$ cat config.mk
export PLATFORM = sky130hd
export DESIGN_NAME = line_buffer_scheduler
export DESIGN_NICKNAME = d
export VERILOG_FILES = /design/src/rtl/line_buffer_scheduler.sv
export SDC_FILE = /design/constraint.sdc
export NUM_CORES = 1
export LEC_CHECK = 0
export CORE_MARGIN = 2
export CORE_UTILIZATION = 45
export CTS_CLUSTER_SIZE = 24
export DETAILED_ROUTE_END_ITERATION = 16
export PLACE_DENSITY = 0.66
export SYNTH_ARGS = -nofsm -noshare
export SYNTH_HDL_FRONTEND = slang
export SYNTH_SLANG_ARGS = --single-unit
export TNS_END_PERCENT = 10
$ cat constraint.sdc
create_clock -name clk_50M -period 4.4 [get_ports clk_50M]
set_clock_uncertainty 0.15 [all_clocks]
set_input_delay 0.88 -clock clk_50M [delete_from_list [all_inputs] [get_ports clk_50M]]
set_output_delay 0.88 -clock clk_50M [all_outputs]
set_load 0.02 [all_outputs]
$ cat src/rtl/line_buffer_scheduler.sv
// Quad-bank scan-line RAM scheduler: decimated, segment-gated writes on
// one side, locked line-pair grants for the SPI reader on the other.
module line_buffer_scheduler #(
  parameter int ADDR_W     = 9,
  parameter int NEAR_LIMIT = 2000,
  parameter int SAMPLE_MAX = 16000
) (
  input  logic              clk_50M,
  input  logic              reset_n,
  input  logic              line_start,
  input  logic [1:0]        focus_num,
  input  logic [1:0]        zoom,
  input  logic              lf_valid,
  output logic              wr_en,
  output logic [ADDR_W-1:0] wr_addr,
  output logic [1:0]        wr_bank,
  input  logic              rd_req,
  input  logic              rd_step,
  output logic              rd_grant,
  output logic [1:0]        rd_bank_a,
  output logic [1:0]        rd_bank_b,
  output logic [ADDR_W-1:0] rd_addr,
  output logic              rd_done,
  output logic [7:0]        overrun_cnt
);

  typedef enum logic [1:0] {
    W_IDLE,
    W_FILL,
    W_DONE
  } wst_t;

  typedef enum logic {
    R_IDLE,
    R_ACTIVE
  } rst_t;

  localparam logic [ADDR_W-1:0] AMAX = '1;
  localparam logic [15:0] NEAR = 16'(NEAR_LIMIT);
  localparam logic [15:0] SMAX = 16'(SAMPLE_MAX);

  wst_t              wst_q, wst_d;
  rst_t              rst_q, rst_d;
  logic [1:0]        wr_bank_q, wr_bank_d;
  logic [1:0]        last_q, last_d;
  logic [1:0]        pub_q, pub_d;
  logic [7:0]        ovr_q, ovr_d;
  logic [7:0]        dec_n_q, dec_n_d;
  logic [7:0]        dec_cnt_q, dec_cnt_d;
  logic [15:0]       smp_q, smp_d;
  logic [ADDR_W-1:0] fill_q, fill_d;
  logic              wr_en_q, wr_en_d;
  logic [ADDR_W-1:0] wr_addr_q, wr_addr_d;
  logic [3:0]        lock_q, lock_d;
  logic              grant_q, grant_d;
  logic              done_q, done_d;
  logic [1:0]        bank_a_q, bank_a_d;
  logic [1:0]        bank_b_q, bank_b_d;
  logic [ADDR_W-1:0] rd_addr_q, rd_addr_d;

  logic [1:0] nxt_bank;
  logic [1:0] prev_bank;
  logic       seg_ok;

  assign nxt_bank  = wr_bank_q + 2'd1;
  assign prev_bank = last_q - 2'd1;
  assign seg_ok    = (smp_q <= NEAR && focus_num == 2'd0) ||
                     (smp_q >  NEAR && focus_num == 2'd3);

  always_comb begin
    wst_d     = wst_q;
    wr_bank_d = wr_bank_q;
    last_d    = last_q;
    pub_d     = pub_q;
    ovr_d     = ovr_q;
    dec_n_d   = dec_n_q;
    dec_cnt_d = dec_cnt_q;
    smp_d     = smp_q;
    fill_d    = fill_q;
    wr_en_d   = 1'b0;
    wr_addr_d = wr_addr_q;
    if (line_start) begin
      wst_d     = W_FILL;
      dec_cnt_d = '0;
      smp_d     = '0;
      fill_d    = '0;
      wr_addr_d = '0;
      unique case (zoom)
        2'd0: dec_n_d = 8'd10;
        2'd1: dec_n_d = 8'd15;
        2'd2: dec_n_d = 8'd19;
        2'd3: dec_n_d = 8'd24;
      endcase
      // Lock state here is pre-grant/pre-release by construction.
      if (wst_q != W_IDLE) begin
        if (!lock_q[nxt_bank]) begin
          last_d    = wr_bank_q;
          wr_bank_d = nxt_bank;
          pub_d     = (pub_q == 2'd2) ? 2'd2 : pub_q + 2'd1;
        end else if (ovr_q != 8'hFF) begin
          ovr_d = ovr_q + 8'd1;
        end
      end
    end else if (wst_q == W_FILL && lf_valid) begin
      wr_en_d   = seg_ok;
      wr_addr_d = fill_q;
      if (smp_q < SMAX) smp_d = smp_q + 16'd1;
      if (dec_cnt_q < dec_n_q) begin
        dec_cnt_d = dec_cnt_q + 8'd1;
      end else begin
        dec_cnt_d = '0;
        if (fill_q == AMAX) wst_d = W_DONE;
        else fill_d = fill_q + 1'b1;
      end
    end
  end

  always_comb begin
    rst_d     = rst_q;
    grant_d   = 1'b0;
    done_d    = 1'b0;
    bank_a_d  = bank_a_q;
    bank_b_d  = bank_b_q;
    rd_addr_d = rd_addr_q;
    lock_d    = lock_q;
    // Locks drop only after the done cycle so a coincident line_start
    // still sees them held.
    if (done_q) lock_d = '0;
    unique case (rst_q)
      R_IDLE: begin
        if (rd_req && pub_q == 2'd2) begin
          grant_d           = 1'b1;
          bank_a_d          = last_q;
          bank_b_d          = prev_bank;
          rd_addr_d         = '0;
          lock_d[last_q]    = 1'b1;
          lock_d[prev_bank] = 1'b1;
          rst_d             = R_ACTIVE;
        end
      end
      R_ACTIVE: begin
        if (rd_step) begin
          if (rd_addr_q == AMAX) begin
            done_d = 1'b1;
            rst_d  = R_IDLE;
          end else begin
            rd_addr_d = rd_addr_q + 1'b1;
          end
        end
      end
    endcase
  end

  always_ff @(posedge clk_50M or negedge reset_n) begin
    if (!reset_n) begin
      wst_q     <= W_IDLE;
      rst_q     <= R_IDLE;
      wr_bank_q <= '0;
      last_q    <= '0;
      pub_q     <= '0;
      ovr_q     <= '0;
      dec_n_q   <= '0;
      dec_cnt_q <= '0;
      smp_q     <= '0;
      fill_q    <= '0;
      wr_en_q   <= 1'b0;
      wr_addr_q <= '0;
      lock_q    <= '0;
      grant_q   <= 1'b0;
      done_q    <= 1'b0;
      bank_a_q  <= '0;
      bank_b_q  <= '0;
      rd_addr_q <= '0;
    end else begin
      wst_q     <= wst_d;
      rst_q     <= rst_d;
      wr_bank_q <= wr_bank_d;
      last_q    <= last_d;
      pub_q     <= pub_d;
      ovr_q     <= ovr_d;
      dec_n_q   <= dec_n_d;
      dec_cnt_q <= dec_cnt_d;
      smp_q     <= smp_d;
      fill_q    <= fill_d;
      wr_en_q   <= wr_en_d;
      wr_addr_q <= wr_addr_d;
      lock_q    <= lock_d;
      grant_q   <= grant_d;
      done_q    <= done_d;
      bank_a_q  <= bank_a_d;
      bank_b_q  <= bank_b_d;
      rd_addr_q <= rd_addr_d;
    end
  end

  assign wr_en       = wr_en_q;
  assign wr_addr     = wr_addr_q;
  assign wr_bank     = wr_bank_q;
  assign rd_grant    = grant_q;
  assign rd_bank_a   = bank_a_q;
  assign rd_bank_b   = bank_b_q;
  assign rd_addr     = rd_addr_q;
  assign rd_done     = done_q;
  assign overrun_cnt = ovr_q;

endmodule
==> impl_results.md <==
* Status: finished clean
* Max-cap viol count at 0
* Clk sinks at 84
* # port buffers at between 40 and 50
* Worst-path cell chain: clkdlybuf4s50_1 > and3b_2 > nor2_1 > nor4bb_1 > a31oi_1 > nor2_1
* Final Hold Viols at 0
* Root Buffer: clkbuf_8
* Yosys reg bits at 84
* Routed WL per cell at approximately 14 um
* Initial Utilization at 45.71%
* Vias at 3,022
* Core area at 9109 um^2
* Dpl cell area at about 4700 um^2
* Dominant synthesized flop cell: dfrtp_1
* H-tree Lvls at 3
* Post-CTS setup buffers at 0
* Fin area at 4977 um^2
* Die Ht at 100.2 um
* Worst setup EP type: register
* Mapped Nets at 438
* Fin crit share at 66.08%
* Filler cell count at 811
* CTS tree: done
* Worst Tran Pin Value at 1114 ps
* Slowest stage cell on the critical path: nor2_1
* Largest net degree at the start of global routing at 85
* Max VDD drop at 0.0002553 V
* DRT Pass-1 Iters at 5
* Crit path max-delay family: simple AND/OR/NAND/NOR gates
* CP dominant cell by count: nor2_1
* Crit path largest cell delay at 840 ps
* Minimum clock period at 2907 ps
* Slew HR at 25.44%
* Initial antenna violation count at 0
* Worst Path Arrival at roughly 3000 ps
* Reg-to-reg startpoint: fill_q[0]
* Post-synth top area share at between 50% and 60%
* Buf/Inv on CP at 1
* Ys async rst share at 100.0%
* DR iter-0 viols at ~160
* Commonest cells after routing, fill and taps aside: dfrtp_1, nand2_1, clkdlybuf4s50_1
* Crit Path Category: input port to register
* Area grow syn2layout at 19.53%
* Mapped Cells at 404
* Clock Latency Late Sink at 350 ps
* Final #Nets at 482
* DRC viols at 0
* Max Slew Vio Count at 0
* Die span in x at 100.2 um
* Via density per instance at between 5 and 6
* Area leader, netlist: dfrtp_1
* Distinct cells, synth at 53
* Hold_buf cts at 0
* Final wirelength at 8.002 mm
* Hold/Removal Path Class: register to register
* Post-DP HPWL at around 5.5 mm
* Worst setup SP type: input port
* GR Util All Layers at roughly 17%
* HP Start: rd_bank_a[0]
* Reg clk slew, reported paths at 80 ps
* Share of cells above drive strength 1 at 7.947%
* Final Setup Violations at 0
* Worst EP required at 4490 ps
* Number of synthesized flops with an enable pin at 0
* Cts bufs inserted at 9
* TNS Setup at 0 ps
* Total die area at 10,040 um^2
* Unrepaired setup endpoints after global routing: no
* Global-route wire length before repair at 13.80 mm
* FP Rows at 35
* Minimum hold slack at 331.8 ps
* Longest Clk Path Bufs at 2
* # resized after CTS at 0
* Netlist Area Pre-Place at 4164 um^2
* # diodes at 0
* Power Dens Cells at just under 400 nW/um^2
* Commonest non-fill, non-tap cell in the layout: dfrtp_1
* IO Pins at 45
* Total power at ~0.0019 W
* Vias in the first global route at 2,958
* Ranking of synthesized cells by area: dfrtp_1, ha_1, nand2_1
* Grt ovf at 0
* Sequential share of the synthesized area at 50.48%
* CP max FO at 17
* Worst setup path start: lf_valid
* Ys Warns at 0
* Max Clock Freq at 343.9 MHz
* Leakage at 2.290 nW
* Avg Synthesized Cell Area at 10.31 um^2
* Remaining antenna violation count after routing at 0
* GPL Wtd Cong at 0.7602
power by group:
| part | internal [W] | switching (W) | leakage, nW |
|---|---|---|---|
| clock network | 0.000491 | 0.000284 | 0.139 |
| logic | 0.000130 | 0.000145 | 1.05 |
| registers | 0.000823 | 0.0000637 | 1.10 |
final timing paths:
path                                     end  cells past startpoint  slack (ps)
worst max-delay path            dec_cnt_q[7]                      6        1490
worst min-delay path            rd_bank_a[0]                      2         330
min in group asynchronous         dec_n_q[4]                      1         540
worst min register to register  rd_bank_a[0]                      2         330
worst max register to register     fill_q[4]                      9        1630
max in group asynchronous           smp_q[5]                      1        2870
registers in the layout (all words and copies together) (netlist names), 4 cells and up:
signal / count
dec_n_q: 5
rd_addr: 9
fill_q: 9
lock_q: 4
overrun_cnt: 8
smp_q: 16
wr_addr: 9
dec_cnt_q: 8
final cells by class:
| cell class | instances | area [um^2] | area share, % |
|---|---|---|---|
| Sequential cell | 84 | 2102 | 42.23 |
| Multi-Input combinational cell | 282 | 1903 | 38.24 |
| Timing Repair Buffer | 46 | 452.9 | 9.100 |
| Clock inverter | 7 | 162.7 | 3.268 |
| Tap cell | 111 | 138.9 | 2.790 |
| Clock buffer | 9 | 123.9 | 2.489 |
| Inverter | 25 | 93.84 | 1.885 |
cells by family (layout without fill, tap and decap cells):
kind of cell    Yosys count  count (layout)  share of synthesized area, %
simple gates            157             157                         19.80
compound gates           68              68                         11.18
flops                    84              84                         50.48
fa+ha+maj                24              24                         7.212
mux                       7               7                         2.043
xor+xnor                 26              26                         5.469
buf+inv                  38              87                         3.816
layer usage:
metal  vias up  share of wire (%)  global-route usage (%)
met5         -                  0                       0
met4         0                1.4                   6.955
met3        11                2.9                   3.412
met2        60                 47                   27.57
met1      1468                 49                   23.20
li1       1483                  -                       -
synthesized netlist by cell type (2+ instances only):
master,instances
nor2b_1,6
o211ai_2,2
ha_1,24
o31ai_1,2
nor4_1,4
a22o_1,9
nand3_1,23
o21ai_0,26
nor3_2,2
a32o_1,2
or2_4,2
nor3_1,3
nand2_1,46
a31oi_1,3
nor3b_1,3
dfrtp_1,84
mux2_2,2
buf_2,4
xnor2_1,17
clkbuf_1,7
or4_1,3
nand4_1,4
o21a_1,2
mux2i_1,4
xor2_1,9
inv_1,25
nor4_4,2
a21oi_1,12
and3_1,4
nor2_1,41
nand3b_1,3
or3_1,2
a21o_1,2
stage by stage:
stage,utilization (%),std cells,worst slack (ps)
after CTS,54.64,564,1510
after global routing,54.64,564,1366
final,54.64,564,1493
after detailed placement,51.50,548,1128
after floorplan,-,404,1888
after global placement,51.50,548,1209
worst reg2reg max path: cells and delay by family, from the launching register on:
| family | cells | cell delay, ps |
|---|---|---|
| adder cells (fa/ha/maj) | 2 | 490 |
| flip-flops | 1 | 450 |
| AND/OR/NAND/NOR | 7 | 1620 |
(Power assumes the default switching activity.)
